$ cat src/rtl/salu_seq_if.sv
// Command, register-load, ALU-side and status signals of the salu_seq stage.
// Latency: none; this is only a signal bundle.
// Backpressure: cmd_valid/cmd_ready handshake; everything else is unqualified.
interface salu_seq_if #(
  parameter int WIDTH = 8,
  parameter int AW    = 2
);
  logic             cmd_valid;
  logic             cmd_ready;
  logic [3:0]       cmd_op;
  logic [AW-1:0]    cmd_dst;
  logic [AW-1:0]    cmd_srca;
  logic [AW-1:0]    cmd_srcb;
  logic             ld_en;
  logic [AW-1:0]    ld_addr;
  logic [WIDTH-1:0] ld_data;
  logic [WIDTH-1:0] operanda;
  logic [WIDTH-1:0] operandb;
  logic [3:0]       mux;
  logic [WIDTH-1:0] alu_result;
  logic             done;
  logic [WIDTH-1:0] result_out;
  logic             flag_zero;
  logic             flag_neg;
  logic             flag_err;
  logic [15:0]      op_count;

  // Sequencer side
  modport slave (
    input  cmd_valid, cmd_op, cmd_dst, cmd_srca, cmd_srcb,
    input  ld_en, ld_addr, ld_data, alu_result,
    output cmd_ready, operanda, operandb, mux,
    output done, result_out, flag_zero, flag_neg, flag_err, op_count
  );

  // Command source / ALU / status consumer side
  modport master (
    output cmd_valid, cmd_op, cmd_dst, cmd_srca, cmd_srcb,
    output ld_en, ld_addr, ld_data, alu_result,
    input  cmd_ready, operanda, operandb, mux,
    input  done, result_out, flag_zero, flag_neg, flag_err, op_count
  );
endinterface

$ cat src/rtl/salu_seq.sv
// Sequencer/writeback around a combinational 8-bit ALU: IDLE -> EXEC -> WB.
// Latency: operands at ALU 1 cycle after accept, done 2 cycles after accept.
// Backpressure: cmd_ready only in IDLE, one command per 3 cycles.
// Optional op_count perf counter enabled by macro SALU_SEQ_PERF_EN.
module salu_seq #(
  parameter int WIDTH = 8,
  parameter int NREG  = 4,
  parameter int AW    = 2
) (
  input  logic      clk,
  input  logic      reset,
  salu_seq_if.slave bus
);

  typedef enum logic [1:0] {ST_IDLE, ST_EXEC, ST_WB} state_t;

  state_t           state_q, state_d;
  logic [WIDTH-1:0] rf_q [NREG];
  logic [WIDTH-1:0] rf_d [NREG];
  logic [WIDTH-1:0] opa_q, opa_d, opb_q, opb_d;
  logic [3:0]       mux_q, mux_d;
  logic [AW-1:0]    dst_q, dst_d;
  logic             rej_q, rej_d;
  logic [WIDTH-1:0] res_q, res_d;
  logic             done_q, done_d;
  logic [WIDTH-1:0] result_q, result_d;
  logic             fz_q, fz_d, fn_q, fn_d, fe_q, fe_d;
  logic             reject;

  // Undefined opcodes and divide-by-zero are flagged at accept time
  always_comb begin
    reject = (bus.cmd_op >= 4'hC) ||
             ((bus.cmd_op == 4'h3) && (rf_q[bus.cmd_srcb] == '0));
  end

  // Next-state and datapath; operands always come from pre-write rf values
  always_comb begin
    state_d  = state_q;
    rf_d     = rf_q;
    opa_d    = opa_q;
    opb_d    = opb_q;
    mux_d    = mux_q;
    dst_d    = dst_q;
    rej_d    = rej_q;
    res_d    = res_q;
    done_d   = 1'b0;
    result_d = result_q;
    fz_d     = fz_q;
    fn_d     = fn_q;
    fe_d     = fe_q;
    case (state_q)
      ST_IDLE: begin
        if (bus.ld_en) rf_d[bus.ld_addr] = bus.ld_data;
        if (bus.cmd_valid) begin
          opa_d   = rf_q[bus.cmd_srca];
          opb_d   = rf_q[bus.cmd_srcb];
          // A rejected op shows the ALU opcode 0 so it never sees 0xC-0xF
          mux_d   = reject ? 4'h0 : bus.cmd_op;
          dst_d   = bus.cmd_dst;
          rej_d   = reject;
          state_d = ST_EXEC;
        end
      end
      ST_EXEC: begin
        res_d   = bus.alu_result;
        done_d  = 1'b1;
        state_d = ST_WB;
      end
      ST_WB: begin
        if (!rej_q) begin
          rf_d[dst_q] = res_q;
          result_d    = res_q;
          fz_d        = (res_q == '0);
          fn_d        = res_q[WIDTH-1];
          fe_d        = 1'b0;
        end else begin
          fe_d = 1'b1;
        end
        state_d = ST_IDLE;
      end
      default: state_d = ST_IDLE;
    endcase
  end

  // State and output registers; reset drops any in-flight command
  always_ff @(posedge clk) begin
    if (reset) begin
      state_q  <= ST_IDLE;
      for (int i = 0; i < NREG; i++) rf_q[i] <= '0;
      opa_q    <= '0;
      opb_q    <= '0;
      mux_q    <= '0;
      dst_q    <= '0;
      rej_q    <= 1'b0;
      res_q    <= '0;
      done_q   <= 1'b0;
      result_q <= '0;
      fz_q     <= 1'b0;
      fn_q     <= 1'b0;
      fe_q     <= 1'b0;
    end else begin
      state_q  <= state_d;
      rf_q     <= rf_d;
      opa_q    <= opa_d;
      opb_q    <= opb_d;
      mux_q    <= mux_d;
      dst_q    <= dst_d;
      rej_q    <= rej_d;
      res_q    <= res_d;
      done_q   <= done_d;
      result_q <= result_d;
      fz_q     <= fz_d;
      fn_q     <= fn_d;
      fe_q     <= fe_d;
    end
  end

`ifdef SALU_SEQ_PERF_EN
  logic [15:0] cnt_q, cnt_d;

  // Count every done pulse (rejects included), saturating
  always_comb begin
    cnt_d = cnt_q;
    if ((state_q == ST_WB) && (cnt_q != 16'hFFFF)) cnt_d = cnt_q + 16'd1;
  end

  // Counter register
  always_ff @(posedge clk) begin
    if (reset) cnt_q <= '0;
    else       cnt_q <= cnt_d;
  end

  assign bus.op_count = cnt_q;
`else
  assign bus.op_count = '0;
`endif

  assign bus.cmd_ready  = (state_q == ST_IDLE);
  assign bus.operanda   = opa_q;
  assign bus.operandb   = opb_q;
  assign bus.mux        = mux_q;
  assign bus.done       = done_q;
  assign bus.result_out = result_q;
  assign bus.flag_zero  = fz_q;
  assign bus.flag_neg   = fn_q;
  assign bus.flag_err   = fe_q;

endmodule

$ cat src/flat_wrapper.sv
// flat-port wrapper written by rule: the top's interface ports become plain ports
module salu_seq_flat 
#(
  parameter int WIDTH = 8,
  parameter int NREG  = 4,
  parameter int AW    = 2
)
  (clk, reset, bus_cmd_valid, bus_cmd_op, bus_cmd_dst, bus_cmd_srca, bus_cmd_srcb, bus_ld_en, bus_ld_addr, bus_ld_data, bus_alu_result, bus_cmd_ready, bus_operanda, bus_operandb, bus_mux, bus_done, bus_result_out, bus_flag_zero, bus_flag_neg, bus_flag_err, bus_op_count);
  salu_seq_if #(.WIDTH(WIDTH), .AW(AW)) bus_i ();
  input  logic clk;
  input  logic reset;
  input wire logic [$bits(bus_i.cmd_valid)-1:0] bus_cmd_valid;
  input wire logic [$bits(bus_i.cmd_op)-1:0] bus_cmd_op;
  input wire logic [$bits(bus_i.cmd_dst)-1:0] bus_cmd_dst;
  input wire logic [$bits(bus_i.cmd_srca)-1:0] bus_cmd_srca;
  input wire logic [$bits(bus_i.cmd_srcb)-1:0] bus_cmd_srcb;
  input wire logic [$bits(bus_i.ld_en)-1:0] bus_ld_en;
  input wire logic [$bits(bus_i.ld_addr)-1:0] bus_ld_addr;
  input wire logic [$bits(bus_i.ld_data)-1:0] bus_ld_data;
  input wire logic [$bits(bus_i.alu_result)-1:0] bus_alu_result;
  output wire logic [$bits(bus_i.cmd_ready)-1:0] bus_cmd_ready;
  output wire logic [$bits(bus_i.operanda)-1:0] bus_operanda;
  output wire logic [$bits(bus_i.operandb)-1:0] bus_operandb;
  output wire logic [$bits(bus_i.mux)-1:0] bus_mux;
  output wire logic [$bits(bus_i.done)-1:0] bus_done;
  output wire logic [$bits(bus_i.result_out)-1:0] bus_result_out;
  output wire logic [$bits(bus_i.flag_zero)-1:0] bus_flag_zero;
  output wire logic [$bits(bus_i.flag_neg)-1:0] bus_flag_neg;
  output wire logic [$bits(bus_i.flag_err)-1:0] bus_flag_err;
  output wire logic [$bits(bus_i.op_count)-1:0] bus_op_count;
  assign bus_i.cmd_valid = bus_cmd_valid;
  assign bus_i.cmd_op = bus_cmd_op;
  assign bus_i.cmd_dst = bus_cmd_dst;
  assign bus_i.cmd_srca = bus_cmd_srca;
  assign bus_i.cmd_srcb = bus_cmd_srcb;
  assign bus_i.ld_en = bus_ld_en;
  assign bus_i.ld_addr = bus_ld_addr;
  assign bus_i.ld_data = bus_ld_data;
  assign bus_i.alu_result = bus_alu_result;
  assign bus_cmd_ready = bus_i.cmd_ready;
  assign bus_operanda = bus_i.operanda;
  assign bus_operandb = bus_i.operandb;
  assign bus_mux = bus_i.mux;
  assign bus_done = bus_i.done;
  assign bus_result_out = bus_i.result_out;
  assign bus_flag_zero = bus_i.flag_zero;
  assign bus_flag_neg = bus_i.flag_neg;
  assign bus_flag_err = bus_i.flag_err;
  assign bus_op_count = bus_i.op_count;
  salu_seq #(.WIDTH(WIDTH), .NREG(NREG), .AW(AW)) u_core (.clk(clk), .reset(reset), .bus(bus_i));
endmodule
$ cat config.mk
export PLATFORM = sky130hd
export DESIGN_NAME = salu_seq_flat
export DESIGN_NICKNAME = d
export VERILOG_FILES = /design/src/rtl/salu_seq_if.sv /design/src/rtl/salu_seq.sv /design/src/flat_wrapper.sv
export SDC_FILE = /design/constraint.sdc
export NUM_CORES = 1
export LEC_CHECK = 0
export BUFFER_PORTS_ARGS = -buffer_cell sky130_fd_sc_hd__buf_2
export CORE_MARGIN = 3
export CORE_UTILIZATION = 25
export CTS_CLUSTER_DIAMETER = 80
export DETAILED_ROUTE_END_ITERATION = 16
export GPL_TIMING_DRIVEN = 0
export SLEW_MARGIN = 15
export SYNTH_ARGS = -nofsm -noshare
export SYNTH_HDL_FRONTEND = slang
export SYNTH_SLANG_ARGS = --single-unit
export TNS_END_PERCENT = 5
$ cat constraint.sdc
create_clock -name clk -period 5.1 [get_ports clk]
set_input_delay 1.275 -clock clk [delete_from_list [all_inputs] [get_ports clk]]
set_output_delay 1.275 -clock clk [all_outputs]
set_load 0.01 [all_outputs]
==> load_flow_metrics.sql <==
INSERT INTO impl_metrics (metric_group, metric, value, unit) VALUES
('run_status', 'run_status', 'finished, final reports clean', ''),
('global_route', 'antenna_violations_before_repair', '2', ''),
('global_route', 'maximum_number_of_pins_on_one_net_before_global_route_repair', '13', ''),
('clock_network', 'post_cts_resize_count', '0', ''),
('sta', 'clock-skew-final', '0.00841', 'ns'),
('placed_design', 'placed_cells_incl_taps', '726', ''),
('power_and_ir_drop', 'p_leak', '1.78', 'nW'),
('setup_path', 'setup.worst_path.start_class', 'input port', ''),
('setup_path', 'crit_slowest_cell', 'sky130_fd_sc_hd__a31oi_1', ''),
('sta', 'final_max_slew_viol_count', '0', ''),
('global_route', 'busiest_layer', 'met2', ''),
('sta', 'finalSetupTns', '0', 'ns'),
('drt', 'dr.pass1.iters', '5', ''),
('logic_synthesis', 'synth_cells', '469', ''),
('sta', 'timing.max_slew.rel_slack', '0.492', ''),
('sta', 'setup_viol_count_final', '0', ''),
('global_route', 'grt_overflow_total', '0', ''),
('sta', 'finalWorstPathRequiredPeriod', '2.54', 'ns'),
('setup_path', 'critical_path.reg2reg.endpoint', 'u_core.rf_q[12]', ''),
('drt', 'detailroute.via_count', '3678', ''),
('logic_synthesis', 'netlist_top_cells_area', 'sky130_fd_sc_hd__dfxtp_1 (39%), sky130_fd_sc_hd__nand2_1 (9.7%), sky130_fd_sc_hd__a21oi_1 (9.0%)', ''),
('final_layout', 'layout-drive-gt1-share', '0.203', ''),
('final_layout', 'fin_nets', '585', ''),
('placed_design', 'globalplace.congestion', '0.875', ''),
('sta', 'timing.final.hold_violations', '0', ''),
('setup_path', 'endpoint_kind', 'flop', ''),
('sta', 'worstMarginPinSlew', '0.758', 'ns'),
('setup_path', 'timing.critical_path.slowest_cell_delay', '0.70', 'ns'),
('sta', 'maxClockFrequency', '394', 'MHz'),
('setup_path', 'critPathRequiredTime', '5.36', 'ns'),
('logic_synthesis', 'synth_cell_types', '32', ''),
('placed_design', 'dpl.hpwl', '8910', 'microns'),
('global_route', 'grt.met1_usage', '0.190', ''),
('floorplanning', 'die_width', '130', 'microns'),
('min_path', 'timing.hold.worst.start', 'u_core.bus.mux[0]', ''),
('drt', 'drtAntennaViolNets', '0', ''),
('clock_network', 'root_buffer', 'sky130_fd_sc_hd__clkbuf_16', ''),
('min_path', 'min_path_type', 'reg -> reg', ''),
('final_layout', 'fillCellCount', '1593', ''),
('setup_path', 'cp.buffers_inverters', '2', ''),
('setup_path', 'rr_worst_depth', '6', ''),
('logic_synthesis', 'synth-async-reset-ratio', '0', ''),
('sta', 'rsz0062_at_grt', 'no', ''),
('floorplanning', 'start_util', '0.260', ''),
('clock_network', 'tritoncts', 'yes', ''),
('floorplanning', 'die_height', '130', 'microns'),
('clock_network', 'clk_transition_reported_paths', '0.06', 'ns'),
('setup_path', 'reg2reg_slack', '3.20', 'ns'),
('drt', 'vias_per_cell', '4.96', ''),
('clock_network', 'cts-htree-levels', '3', ''),
('floorplanning', 'core_area', '0.0149', 'sq mm'),
('final_layout', 'multi_input_area', '0.00209', 'sq mm'),
('logic_synthesis', 'netlist_area', '0.00387', 'sq mm'),
('sta', 'min_period_over_period', '0.498', ''),
('setup_path', 'crit_chain', 'buf_2 -> clkinv_1 -> a31oi_1 -> o21ai_0 -> a21oi_1', ''),
('clock_network', 'cts-root-to-sink-buffers', '2', ''),
('global_route', 'gr-usage-met2', '0.217', ''),
('setup_path', 'worst_path_maximum_fanout', '10', ''),
('floorplanning', 'total_die_area', '0.0170', 'sq mm'),
('setup_path', 'critical_path.top_delay_family', 'compound AO/OA/AOI/OAI gates', ''),
('min_path', 'worstHoldPathCells', '2', ''),
('final_layout', 'regArea', '0.00152', 'sq mm'),
('logic_synthesis', 'yosys_most_used_dff', 'sky130_fd_sc_hd__dfxtp_1', ''),
('final_layout', 'instances_no_fill', '741', ''),
('clock_network', 'clk_latency', '0.33', 'ns'),
('power_and_ir_drop', 'ir_worst_vdd', '0.113', 'mV'),
('clock_network', 'cts_setup_buffers', '0', ''),
('logic_synthesis', 'synth.avg_cell_area', '8.25', 'sq um'),
('sta', 'hold-worst-slack', '0.450', 'ns'),
('drt', 'post-route-drc-count', '0', ''),
('global_route', 'grt_pass1_wl', '18800', 'microns');
## stage by stage
stage / util / total power [mW] / instance area (sq um) / setup WS, ns
after CTS: 0.321 / 1.50 / 4760 / 2.58
after global placement: 0.299 / 0.819 / 4450 / 2.24
after floorplan: - / 0.757 / 3930 / 2.58
after detailed placement: 0.299 / 0.819 / 4450 / 2.23
final: 0.321 / 1.49 / 4760 / 2.56
after global routing: 0.321 / 1.55 / 4760 / 2.33
## sequential cells by signal, summed over array words and instances (netlist names), 2 cells and up
name                   flops
u_core.rf_q               32
u_core.state_q             2
u_core.bus.operandb        8
u_core.dst_q               2
u_core.bus.mux             4
u_core.res_q               8
u_core.bus.operanda        8
u_core.bus.result_out      7
## logic make-up after synthesis
logic type | after synthesis | share of synthesized area
simple gates | 164 | 0.206
buf+inv | 61 | 0.0805
flops | 76 | 0.393
compound gates | 151 | 0.220
mux | 16 | 0.0999
other cells | 1 | 0.000969
## where the power goes
part | switching, mW | internal (mW) | total, mW
clock | 0.243 | 0.439 | 0.683
sequential | 0.0186 | 0.613 | 0.632
combinational | 0.112 | 0.0653 | 0.177
## synthesized netlist by cell type, drive strengths merged (2+ instances only)
cell      n
clkinv    2
dfxtp    76
nor4      3
clkbuf   26
nand3b    3
nand4    32
a31oi     4
nor2     10
mux4     16
a21o     33
o21ai    43
nand2   100
nand3     3
nand2b    4
a21oi    70
nor4bb    2
buf      33
## worst max path at each step
stage | from | endpoint | depth (start not counted) | slack, ns
3_3_place_gp | bus_cmd_srcb[1] | u_core.bus.mux[1] | 5 | 2.24
2_1_floorplan | bus_cmd_srcb[0] | u_core.bus.mux[0] | 5 | 2.58
6_report | bus_ld_addr[0] | u_core.rf_q[12] | 5 | 2.56
4_1_cts | bus_cmd_srcb[1] | u_core.bus.mux[1] | 5 | 2.58
5_1_grt | bus_ld_addr[0] | u_core.rf_q[12] | 5 | 2.33
3_5_place_dp | bus_cmd_srcb[1] | u_core.bus.mux[1] | 5 | 2.23
## worst reg2reg max path: stages (launching register included)
cell and delay, ns:
sky130_fd_sc_hd__dfxtp_1 0.36, sky130_fd_sc_hd__buf_2 0.25, sky130_fd_sc_hd__nor4bb_1 0.09, sky130_fd_sc_hd__buf_2 0.20, sky130_fd_sc_hd__a31oi_1 0.59, sky130_fd_sc_hd__o21ai_0 0.16, sky130_fd_sc_hd__a21oi_1 0.18
## cell usage in the layout, fill, tap and decap left out, drive strengths merged
| cell type | Yosys | routed |
|---|---|---|
| a21o | 33 | 33 |
| a21oi | 70 | 70 |
| a31oi | 4 | 4 |
| and4 | 1 | 1 |
| and4b | 1 | 1 |
| buf | 33 | 91 |
| bufinv | 0 | 2 |
| clkbuf | 26 | 37 |
| clkinv | 2 | 4 |
| conb | 1 | 16 |
| dfxtp | 76 | 76 |
| mux4 | 16 | 16 |
| nand2 | 100 | 100 |
| nand2b | 4 | 4 |
| nand3 | 3 | 3 |
| nand3b | 3 | 3 |
| nand4 | 32 | 32 |
| nor2 | 10 | 10 |
| nor2b | 1 | 1 |
| nor3 | 1 | 1 |
| nor3b | 1 | 1 |
| nor4 | 3 | 3 |
| nor4b | 1 | 1 |
| nor4bb | 2 | 2 |
| o21a | 1 | 1 |
| o21ai | 43 | 43 |
| or3b | 1 | 1 |
## routing by layer
layer | vias up | wire, microns
met4 | 4 | 184
li1 | 1815 | -
met2 | 99 | 5320
met1 | 1743 | 5650
met5 | - | 21
met3 | 17 | 721
## final cells by class
| type | count | share of cell area |
|---|---|---|
| multi-input cells | 347 | 0.440 |
| flip-flops and latches | 76 | 0.319 |
| plain buffers | 59 | 0.0638 |
| repair buffers | 58 | 0.0609 |
| clock buffers | 11 | 0.0509 |
| well taps | 184 | 0.0483 |
| clock inverters | 4 | 0.0155 |
| inverters | 2 | 0.00158 |
(Power assumes the default switching activity.)
